File: config.mk
export PLATFORM = sky130hd
export DESIGN_NAME = sw_max_score_tracker_flat
export DESIGN_NICKNAME = d
export VERILOG_FILES = /design/src/rtl/sw_max_score_tracker_pkg.sv /design/src/rtl/sw_max_score_tracker_if.sv /design/src/rtl/sw_max_score_tracker_lane_max.sv /design/src/rtl/sw_max_score_tracker.sv /design/src/flat_wrapper.sv
export SDC_FILE = /design/constraint.sdc
export NUM_CORES = 1
export LEC_CHECK = 0
export BUFFER_PORTS_ARGS = -buffer_cell sky130_fd_sc_hd__buf_2
export CAP_MARGIN = 5
export CORE_ASPECT_RATIO = 1.2
export CORE_MARGIN = 1.5
export CORE_UTILIZATION = 57
export DETAILED_ROUTE_END_ITERATION = 10
export GPL_TIMING_DRIVEN = 0
export PLACE_DENSITY_LB_ADDON = 0.25
export SLEW_MARGIN = 20
export SYNTH_ARGS = -nofsm -noshare
export SYNTH_HDL_FRONTEND = slang
export SYNTH_SLANG_ARGS = --single-unit
File: constraint.sdc
create_clock -name clk -period 3.3 [get_ports clk]
set_input_delay 0.33 -clock clk [delete_from_list [all_inputs] [get_ports clk]]
set_output_delay 0.33 -clock clk [all_outputs]
set_load 0.05 [all_outputs]
File: src/rtl/sw_max_score_tracker_pkg.sv
// Shared widths and FSM state encoding for the
// Smith-Waterman max-score tracker.
package sw_max_score_tracker_pkg;

    localparam int V_E_F_BIT = 17;
    localparam int MAX_T_BIT = 14;
    localparam int LANES_DEF = 8;

    typedef enum logic [1:0] {
        ST_IDLE  = 2'd0,
        ST_RUN   = 2'd1,
        ST_DRAIN = 2'd2,
        ST_DONE  = 2'd3
    } state_t;

endpackage

File: src/rtl/sw_max_score_tracker_if.sv
// Score beat stream from the PE array into the tracker.
// The array side is master, the tracker is slave.
interface sw_max_score_tracker_if
    import sw_max_score_tracker_pkg::*;
#(
    parameter int DATA_WIDTH = V_E_F_BIT,
    parameter int LANES      = LANES_DEF
);

    logic                          i_valid;
    logic                          o_ready;
    logic [DATA_WIDTH*LANES-1:0]   i_data;
    logic                          i_last;

    modport master (
        output i_valid,
        output i_data,
        output i_last,
        input  o_ready
    );

    modport slave (
        input  i_valid,
        input  i_data,
        input  i_last,
        output o_ready
    );

endinterface

File: src/rtl/sw_max_score_tracker_lane_max.sv
// Combinational max over one beat of lanes.
// Negative scores clamp to zero; ties keep the lowest lane.
module sw_lane_max_idx #(
    parameter int DATA_WIDTH = 17,
    parameter int LANES      = 8,
    parameter int LANE_W     = 3
) (
    input  logic [DATA_WIDTH*LANES-1:0] data,
    output logic [DATA_WIDTH-2:0]       max_val,
    output logic [LANE_W-1:0]           max_lane
);

    logic [DATA_WIDTH-2:0] cand;

    // Scan lanes upward; strict compare keeps the first lane on ties.
    always_comb begin
        max_val  = '0;
        max_lane = '0;
        cand     = '0;
        for (int k = 0; k < LANES; k++) begin
            if (data[k*DATA_WIDTH + DATA_WIDTH - 1]) begin
                cand = '0;
            end else begin
                cand = data[k*DATA_WIDTH +: DATA_WIDTH-1];
            end
            if (cand > max_val) begin
                max_val  = cand;
                max_lane = LANE_W'(k);
            end
        end
    end

endmodule

File: src/rtl/sw_max_score_tracker.sv
// Global max-score tracker: registered lane max, then a
// running-max accumulator, sequenced by a small run FSM.
module sw_max_score_tracker
    import sw_max_score_tracker_pkg::*;
#(
    parameter int DATA_WIDTH = V_E_F_BIT,
    parameter int LANES      = LANES_DEF,
    parameter int IDX_WIDTH  = MAX_T_BIT,
    parameter int LANE_W     = $clog2(LANES)
) (
    input  logic                  clk,
    input  logic                  rst_n,
    sw_max_score_tracker_if.slave bus,
    input  logic                  i_start,
    output logic                  o_busy,
    output logic                  o_done,
    output logic [DATA_WIDTH-1:0] o_max,
    output logic [IDX_WIDTH-1:0]  o_max_beat,
    output logic [LANE_W-1:0]     o_max_lane,
    output logic                  o_overflow
);

    localparam logic [IDX_WIDTH-1:0] BEAT_MAX = '1;

    state_t                state;
    logic                  drain_cnt;
    logic                  ready_q;
    logic                  busy_q;
    logic                  done_q;

    logic                  accept;
    logic                  start_ok;

    logic [DATA_WIDTH-2:0] lm_val;
    logic [LANE_W-1:0]     lm_lane;

    logic                  s1_valid;
    logic [DATA_WIDTH-2:0] s1_val;
    logic [LANE_W-1:0]     s1_lane;
    logic [IDX_WIDTH-1:0]  s1_beat;

    logic [IDX_WIDTH-1:0]  beat_cnt;
    logic                  ovf_q;
    logic [DATA_WIDTH-2:0] max_val;
    logic [IDX_WIDTH-1:0]  max_beat;
    logic [LANE_W-1:0]     max_lane;

    assign accept   = bus.i_valid & ready_q;
    assign start_ok = i_start & ((state == ST_IDLE) | (state == ST_DONE));

    sw_lane_max_idx #(
        .DATA_WIDTH (DATA_WIDTH),
        .LANES      (LANES),
        .LANE_W     (LANE_W)
    ) u_lane_max (
        .data     (bus.i_data),
        .max_val  (lm_val),
        .max_lane (lm_lane)
    );

    // Run sequencing with registered ready/busy/done outputs.
    always_ff @(posedge clk or negedge rst_n) begin
        if (!rst_n) begin
            state     <= ST_IDLE;
            drain_cnt <= 1'b0;
            ready_q   <= 1'b0;
            busy_q    <= 1'b0;
            done_q    <= 1'b0;
        end else begin
            done_q <= 1'b0;
            unique case (state)
                ST_IDLE: begin
                    if (i_start) begin
                        state   <= ST_RUN;
                        ready_q <= 1'b1;
                        busy_q  <= 1'b1;
                    end
                end
                ST_RUN: begin
                    if (accept && bus.i_last) begin
                        state     <= ST_DRAIN;
                        ready_q   <= 1'b0;
                        drain_cnt <= 1'b0;
                    end
                end
                ST_DRAIN: begin
                    if (drain_cnt) begin
                        state  <= ST_DONE;
                        busy_q <= 1'b0;
                        done_q <= 1'b1;
                    end else begin
                        drain_cnt <= 1'b1;
                    end
                end
                ST_DONE: begin
                    if (i_start) begin
                        state   <= ST_RUN;
                        ready_q <= 1'b1;
                        busy_q  <= 1'b1;
                    end else begin
                        state <= ST_IDLE;
                    end
                end
                default: begin
                    state <= ST_IDLE;
                end
            endcase
        end
    end

    // Stage 1 captures the beat max; stage 2 folds it into the running max.
    always_ff @(posedge clk or negedge rst_n) begin
        if (!rst_n) begin
            s1_valid <= 1'b0;
            s1_val   <= '0;
            s1_lane  <= '0;
            s1_beat  <= '0;
            beat_cnt <= '0;
            ovf_q    <= 1'b0;
            max_val  <= '0;
            max_beat <= '0;
            max_lane <= '0;
        end else begin
            s1_valid <= accept;
            if (accept) begin
                s1_val  <= lm_val;
                s1_lane <= lm_lane;
                s1_beat <= beat_cnt;
            end
            if (start_ok) begin
                beat_cnt <= '0;
                ovf_q    <= 1'b0;
                max_val  <= '0;
                max_beat <= '0;
                max_lane <= '0;
            end else begin
                // The count sticks at all-ones; later beats share that tag.
                if (accept) begin
                    if (beat_cnt == BEAT_MAX) begin
                        ovf_q <= 1'b1;
                    end else begin
                        beat_cnt <= beat_cnt + 1'b1;
                    end
                end
                if (s1_valid && (s1_val > max_val)) begin
                    max_val  <= s1_val;
                    max_beat <= s1_beat;
                    max_lane <= s1_lane;
                end
            end
        end
    end

    assign bus.o_ready = ready_q;
    assign o_busy      = busy_q;
    assign o_done      = done_q;
    assign o_max       = {1'b0, max_val};
    assign o_max_beat  = max_beat;
    assign o_max_lane  = max_lane;
    assign o_overflow  = ovf_q;

endmodule

File: src/flat_wrapper.sv
// flat-port wrapper written by rule: the top's interface ports become plain ports
module sw_max_score_tracker_flat import sw_max_score_tracker_pkg::*;
#(
    parameter int DATA_WIDTH = V_E_F_BIT,
    parameter int LANES      = LANES_DEF,
    parameter int IDX_WIDTH  = MAX_T_BIT,
    parameter int LANE_W     = $clog2(LANES)
)
  (clk, rst_n, i_start, o_busy, o_done, o_max, o_max_beat, o_max_lane, o_overflow, bus_i_valid, bus_i_data, bus_i_last, bus_o_ready);
  sw_max_score_tracker_if #(.DATA_WIDTH(DATA_WIDTH), .LANES(LANES)) bus_i ();
  input  logic clk;
  input  logic rst_n;
  input  logic i_start;
  output logic o_busy;
  output logic o_done;
  output logic [DATA_WIDTH-1:0] o_max;
  output logic [IDX_WIDTH-1:0] o_max_beat;
  output logic [LANE_W-1:0] o_max_lane;
  output logic o_overflow;
  input wire logic [$bits(bus_i.i_valid)-1:0] bus_i_valid;
  input wire logic [$bits(bus_i.i_data)-1:0] bus_i_data;
  input wire logic [$bits(bus_i.i_last)-1:0] bus_i_last;
  output wire logic [$bits(bus_i.o_ready)-1:0] bus_o_ready;
  assign bus_i.i_valid = bus_i_valid;
  assign bus_i.i_data = bus_i_data;
  assign bus_i.i_last = bus_i_last;
  assign bus_o_ready = bus_i.o_ready;
  sw_max_score_tracker #(.DATA_WIDTH(DATA_WIDTH), .LANES(LANES), .IDX_WIDTH(IDX_WIDTH), .LANE_W(LANE_W)) u_core (.clk(clk), .rst_n(rst_n), .bus(bus_i), .i_start(i_start), .o_busy(o_busy), .o_done(o_done), .o_max(o_max), .o_max_beat(o_max_beat), .o_max_lane(o_max_lane), .o_overflow(o_overflow));
endmodule
* After elaboration in Yosys (flattened, before gate mapping) *
Index checks and enable logic that the tools add are counted.

operators by class
  eq/ne operators = 9
  bitwise operators = 3
  order comparisons = 9
  $add $sub $neg = 1
  reduce and logical (&&, ||, !) cells = 16
  mux-type cells = 48

operators with widths
  cell                     count
  $mux W16                 18
  $gt A16 B16 Y1           8
  $mux W14                 5
  $mux W3                  8
  $gt A16 B1 Y1 const B    1
  $add A14 B1 Y14 const B  1
  $eq A14 B14 Y1 const B   1
  $reduce_bool A2 Y1       6
  $mux W1                  10
  $reduce_and A3 Y1        3
  $ne A2 B1 Y1 const B     4
  $pmux W2 S4              1
  $mux W2                  3
  $pmux W1 S2              3
  $reduce_and A2 Y1        3
  $eq A2 B2 Y1 const B     2
  $and A1 B1 Y1            2
  $eq A2 B1 Y1 const B     1
  $logic_and A1 B1 Y1      2
  $logic_not A2 Y1         1
  $ne A2 B2 Y1 const B     1
  $reduce_or A2 Y1         1
  $or A1 B1 Y1             1

word-level totals
  input bits = 141
  word-level logic and storage cells = 100
  output and inout port bits = 38
  bits in registers = 88

* Logic depth before layout (Yosys ltp) *
  depth after elaboration = 17
  mapped depth = 94
  mapped depth without buffers = 84

* Hierarchy *
Synthesis repeated with hierarchy kept, for this count alone.

second synthesis, totals
  cells, all modules = 1,364
  area, all modules = 10,644.0 um^2

by module, submodules not included
  module                cells each  sequential area each (um^2)  area each (um^2)  times used
  sw_lane_max_idx       809         0.0                          5,685.5           1
  sw_max_score_tracker  555         2,202.1                      4,958.5           1

* Worst setup path before layout *
OpenSTA, ideal clock, no wires.

  kind = input -> register
  start point = in bus_i_data[16]
  end point = reg u_core.s1_val[10]
  cell stages on the path = 86
  arrival time = 14,540 ps
  setup time = 130 ps
  buffers on the path = 9
  required time = 3,170 ps
  slack = -11,371 ps
  cells stage by stage = inv_1 > clkbuf_1 > nand2_1 > ha_1 > nand4_2 > nor4_4 > a21boi_1 > nand3b_4 > clkbuf_1 > clkbuf_1 > a31oi_1 > ha_1 > nand3_1 > nor3_1 > o21ai_0 > nand2b_1 > a31oi_1 > a21oi_2 > [50 not listed] > clkbuf_1 > nor2_1 > a21o_1 > ha_1 > nor2b_1 > o21a_1 > o21ai_0 > nand2b_1 > a21oi_1 > nor2b_1 > o21ai_0 > nand2b_1 > a21oi_1 > or3_1 > a21oi_1 > nand2b_1 > clkbuf_1 > o21ai_1

on the way
  word-level cells in the longest chain between the ends = 17

ends and longest elaborated chain
  item                    RTL line                             RTL
  start: declaration      flat_wrapper.sv:21                   input wire logic [$bits(bus_i.i_data)-1:0] bus_i_data;
  $mux W16 (*)            sw_max_score_tracker_lane_max.sv:21  if (data[k*DATA_WIDTH + DATA_WIDTH - 1]) begin
  $gt A16 B1 Y1           sw_max_score_tracker_lane_max.sv:26  if (cand > max_val) begin
  $mux W16 (*)            sw_max_score_tracker_lane_max.sv:26
  $gt A16 B16 Y1          sw_max_score_tracker_lane_max.sv:26
  $mux W16 (*)            sw_max_score_tracker_lane_max.sv:26
  $gt A16 B16 Y1          sw_max_score_tracker_lane_max.sv:26
  $mux W16 (*)            sw_max_score_tracker_lane_max.sv:26
  $gt A16 B16 Y1          sw_max_score_tracker_lane_max.sv:26
  $mux W16 (*)            sw_max_score_tracker_lane_max.sv:26
  $gt A16 B16 Y1          sw_max_score_tracker_lane_max.sv:26
  $mux W16 (*)            sw_max_score_tracker_lane_max.sv:26
  $gt A16 B16 Y1          sw_max_score_tracker_lane_max.sv:26
  $mux W16 (*)            sw_max_score_tracker_lane_max.sv:26
  $gt A16 B16 Y1          sw_max_score_tracker_lane_max.sv:26
  $mux W16 (*)            sw_max_score_tracker_lane_max.sv:26
  $gt A16 B16 Y1          sw_max_score_tracker_lane_max.sv:26
  $mux W16 (*)            sw_max_score_tracker_lane_max.sv:26
  end signal: assignment  sw_max_score_tracker.sv:126          s1_val <= lm_val;
  end: declaration        sw_max_score_tracker.sv:38           logic [DATA_WIDTH-2:0] s1_val;

Every way passes the cells marked *; elsewhere a longest branch is shown, timed or not.
A chain may end at the register's enable or synchronous reset.

* Final worst setup path *
  start point = in bus_i_data[33]
  end point = reg u_core.s1_val[2]

on the way
  word-level cells in the longest chain between the ends = 15

ends and longest elaborated chain
  item            RTL line
  $mux W16 (*)    sw_max_score_tracker_lane_max.sv:21
  $gt A16 B16 Y1  sw_max_score_tracker_lane_max.sv:26
  $mux W16 (*)    sw_max_score_tracker_lane_max.sv:26
  $gt A16 B16 Y1  sw_max_score_tracker_lane_max.sv:26
  $mux W16 (*)    sw_max_score_tracker_lane_max.sv:26
  $gt A16 B16 Y1  sw_max_score_tracker_lane_max.sv:26
  $mux W16 (*)    sw_max_score_tracker_lane_max.sv:26
  $gt A16 B16 Y1  sw_max_score_tracker_lane_max.sv:26
  $mux W16 (*)    sw_max_score_tracker_lane_max.sv:26
  $gt A16 B16 Y1  sw_max_score_tracker_lane_max.sv:26
  $mux W16 (*)    sw_max_score_tracker_lane_max.sv:26
  $gt A16 B16 Y1  sw_max_score_tracker_lane_max.sv:26
  $mux W16 (*)    sw_max_score_tracker_lane_max.sv:26
  $gt A16 B16 Y1  sw_max_score_tracker_lane_max.sv:26
  $mux W16 (*)    sw_max_score_tracker_lane_max.sv:26

Marks and branches as above.

==> reports/results.ini <==
[synthesis]
ys.flop_type=dfrtp_1
post_synth_num_cell_types=61
netlist_area_sq_um=9090
netlist_instances=1110
postSynthRegisterBits=88
seq_area_frac_synth_pct=24.2
synthArstFlopShare_pct=100
synth_enable_flop_cells=0
average_size_of_a_mapped_cell_sq_um=8.19
syn_nets=1382
ys.warnings.count=0

[floorplan]
starting_utilization_of_the_core_area_pct=58.3
core-area_sq_um=15600
pin_count=179
die_w_microns=118
die_h_microns=141
dieArea_sq_um=16700
num_rows=50

[critical_path]
cpPeakStageDelay_ps=390
cp_data_required_time_ps=3500
cp.arrival_ps=14940
crit_path_max_fanout=10
start_kind=primary input
critPathBufInv=13
critPathSlowestCell=mux2_2
critPathTopFamily=compound AO/OA/AOI/OAI gates
worstSetupPathType=primary input to flop
critical_path.endpoint_type=flop

[layout]
end_of_flow_core_utilization_pct=81.2
area_growth_syn_to_layout_pct=39.1
filler_instances=981
finish.net_count=1656
drive_above_1_share_pct=36.1
multiInputGateArea_sq_um=7510
sequential_cell_area_sq_um=2200

[detailed_routing]
detail_route.iter0.violations=783
postRouteAntennaNets=0
wl_per_cell_microns=19.3
post_route_drc_violation_count=0
routed_via_density=6.05
drt_pass1_iterations=5
postRouteWirelength_mm=30.9
via_count=9687

[grt]
number_of_antenna_violations_at_the_first_check_in_global_routing=1
first_global_vias=9057
grtUsageTotal_pct=32.6
grt_remaining_overflow=0
grt.met1_usage_pct=36.2
grt_first_pass_wirelength_mm=43.7
grt_start_max_net_pins=57
grtUsageMet3_pct=4.46
use_met2_pct=59.6
grt.busiest_layer=met2

[sta]
max_slew.worst_pin.slew_ps=1070
maxSlewViolCount=0
report.final.hold_viol_count=0
timing.final.ws_setup_ps=-11440
final.min_clock_period_ps=14740
finalSetupViolCount=19
fmax_mhz=67.9
maxSlewHeadroom_pct=27.8
timing.final.crit_share_pct=447
totalNegativeSetupSlack_ps=-216230
clock-skew-final_ps=9.78
unrepaired_setup_endpoints_after_global_routing=yes

[clock_network]
cts.clk_slew.worst_paths_ps=70
clock_tree_from_tritoncts=done
clock_tree.buffer_depth=2
insertion_delay_ps=340
h-tree-depth=3
cts-root-buf=clkbuf_16
cts.sink_count=88
cts_buffers=9

[power]
total_power_consumption_w=0.00890
pwr-share-seq_pct=17.9
power_switching_share_pct=47.2
switching_power_w=0.00420
power_density_nw_per_um2=704
worst_ir_drop_vdd_mv=0.347
power_leakage_nw=6.30
power_report.internal_total_w=0.00470
power.combinational.fraction_pct=71.1
clock_power_share_pct=11.0

[place]
post-dp-hpwl_mm=20.3
dp_slack_ps=-11920
port_buffers=177
finalWeightedCongestion=0.978

[min_path]
worst_hold_path_type=primary input to flop

[outcome]
failed_checks=negative setup slack
run_status=finished with violations

[job]
max_cap_viol_count=0

worst min-delay path: stages:
cell and delay, ps:
buf_2 90, nand3_1 60, nand2_1 60, a21oi_1 60
through the flow:
stage               std cells  cell area, sq um  hold WS [ps]
floorplan                1110              9580          34.4
global placement         1495             10700           460
detailed placement       1496             10800           303
CTS                      1568             12100           296
global route             1597             12600           326
finish                   1600             12600           297
cells in the final DEF (no fill, tap or decap), types with 16 or more instances in the layout:
cell type and instances:
dfrtp_1 88, nand4_1 23, a21oi_2 19, mux2_4 22, nor2_1 88, nor2b_1 71
buf_2 178, o21ai_1 26, a21o_1 29, nand2_1 78, ha_1 96, inv_1 93
a21oi_1 55, clkbuf_1 17, buf_4 77, mux2_2 17, nand2b_1 55, mux2i_1 46
and3_1 16, ha_4 32
cells by family after synthesis:
family / count (synthesis) / share of synthesized area, %
simple gates: 425 / 24.3
compound gates: 219 / 14.9
buf+inv: 137 / 5.85
fa+ha+maj: 131 / 18.0
mux: 98 / 11.7
flops: 88 / 24.2
xor+xnor: 11 / 1.06
other cells: 1 / 0.0413
synth_stat cells (21+ instances only):
library cell / number / area [sq um]
ha_1: 131 / 1640
o21ai_1: 21 / 105
nand2_1: 91 / 342
a21oi_1: 77 / 385
nor2_1: 97 / 364
o21ai_0: 24 / 120
nand2b_1: 57 / 357
dfrtp_1: 88 / 2200
a21o_1: 29 / 218
nor2b_1: 80 / 500
clkbuf_1: 32 / 120
nand4_1: 23 / 144
mux2_2: 31 / 349
a31oi_1: 23 / 144
mux2i_1: 59 / 591
inv_1: 96 / 360
state kept, by name (all words and copies together), names as in the netlist:
name and count:
u_core.max_val 16, u_core.drain_cnt 1, u_core.s1_val 16, u_core.o_max_beat 14, u_core.o_done 1, u_core.s1_valid 1, u_core.o_max_lane 3, u_core.s1_beat 14
u_core.o_overflow 1, u_core.state 2, u_core.bus.o_ready 1, u_core.o_busy 1, u_core.beat_cnt 14, u_core.s1_lane 3
layer usage:
| layer | vias to the layer above | part of all wire [%] | wire [microns] |
|---|---|---|---|
| met5 | - | 0 | 0 |
| met2 | 520 | 51 | 15600 |
| met1 | 4555 | 36 | 11000 |
| li1 | 4439 | - | - |
| met3 | 173 | 6.4 | 1970 |
| met4 | 0 | 7.2 | 2230 |
path summary, 6_finish.rpt:
| path | from | end | slack (ps) | cells past startpoint |
|---|---|---|---|---|
| max in group asynchronous | rst_n | u_core.beat_cnt[3] | 2210 | 3 |
| setup / recovery | bus_i_data[33] | u_core.s1_val[2] | -11440 | 88 |
| hold / removal | bus_i_valid | u_core.bus.o_ready | 300 | 4 |
| min in group asynchronous | rst_n | u_core.max_val[10] | 470 | 2 |
| hold reg to reg | u_core.s1_beat[7] | u_core.s1_beat[7] | 480 | 2 |
| setup reg to reg | u_core.max_val[2] | u_core.max_val[7] | 210 | 15 |
cell type report:
type	instances	area share (%)
diodes	3	0.0594
plain buffers	41	2.91
clock buffers	10	1.89
clock inverters	6	0.406
inverters	96	2.88
multi-input cells	885	59.4
flip-flops and latches	88	17.4
well taps	208	2.06
repair buffers	263	13.0
power by group through the flow:
| stage | logic, W | registers (W) | clock network [W] |
|---|---|---|---|
| after floorplan | 0.00333 | 0.00193 | 0 |
| after global placement | 0.00473 | 0.00158 | 0 |
| after detailed placement | 0.00484 | 0.00159 | 0 |
| after CTS | 0.00568 | 0.00158 | 0.000977 |
| after global routing | 0.00677 | 0.00162 | 0.00103 |
| final | 0.00633 | 0.00159 | 0.000980 |
what timing repair did:
action,4_1_cts,5_1_grt
resized for setup,112,82
endpoints found under the hold margin,32,0
pin swaps,47,50
buffers inserted,51,28
hold buffers,1,0
cloned,4,1
endpoints found under the setup margin,29,49
Note: power is estimated with default switching activity, not from simulation.
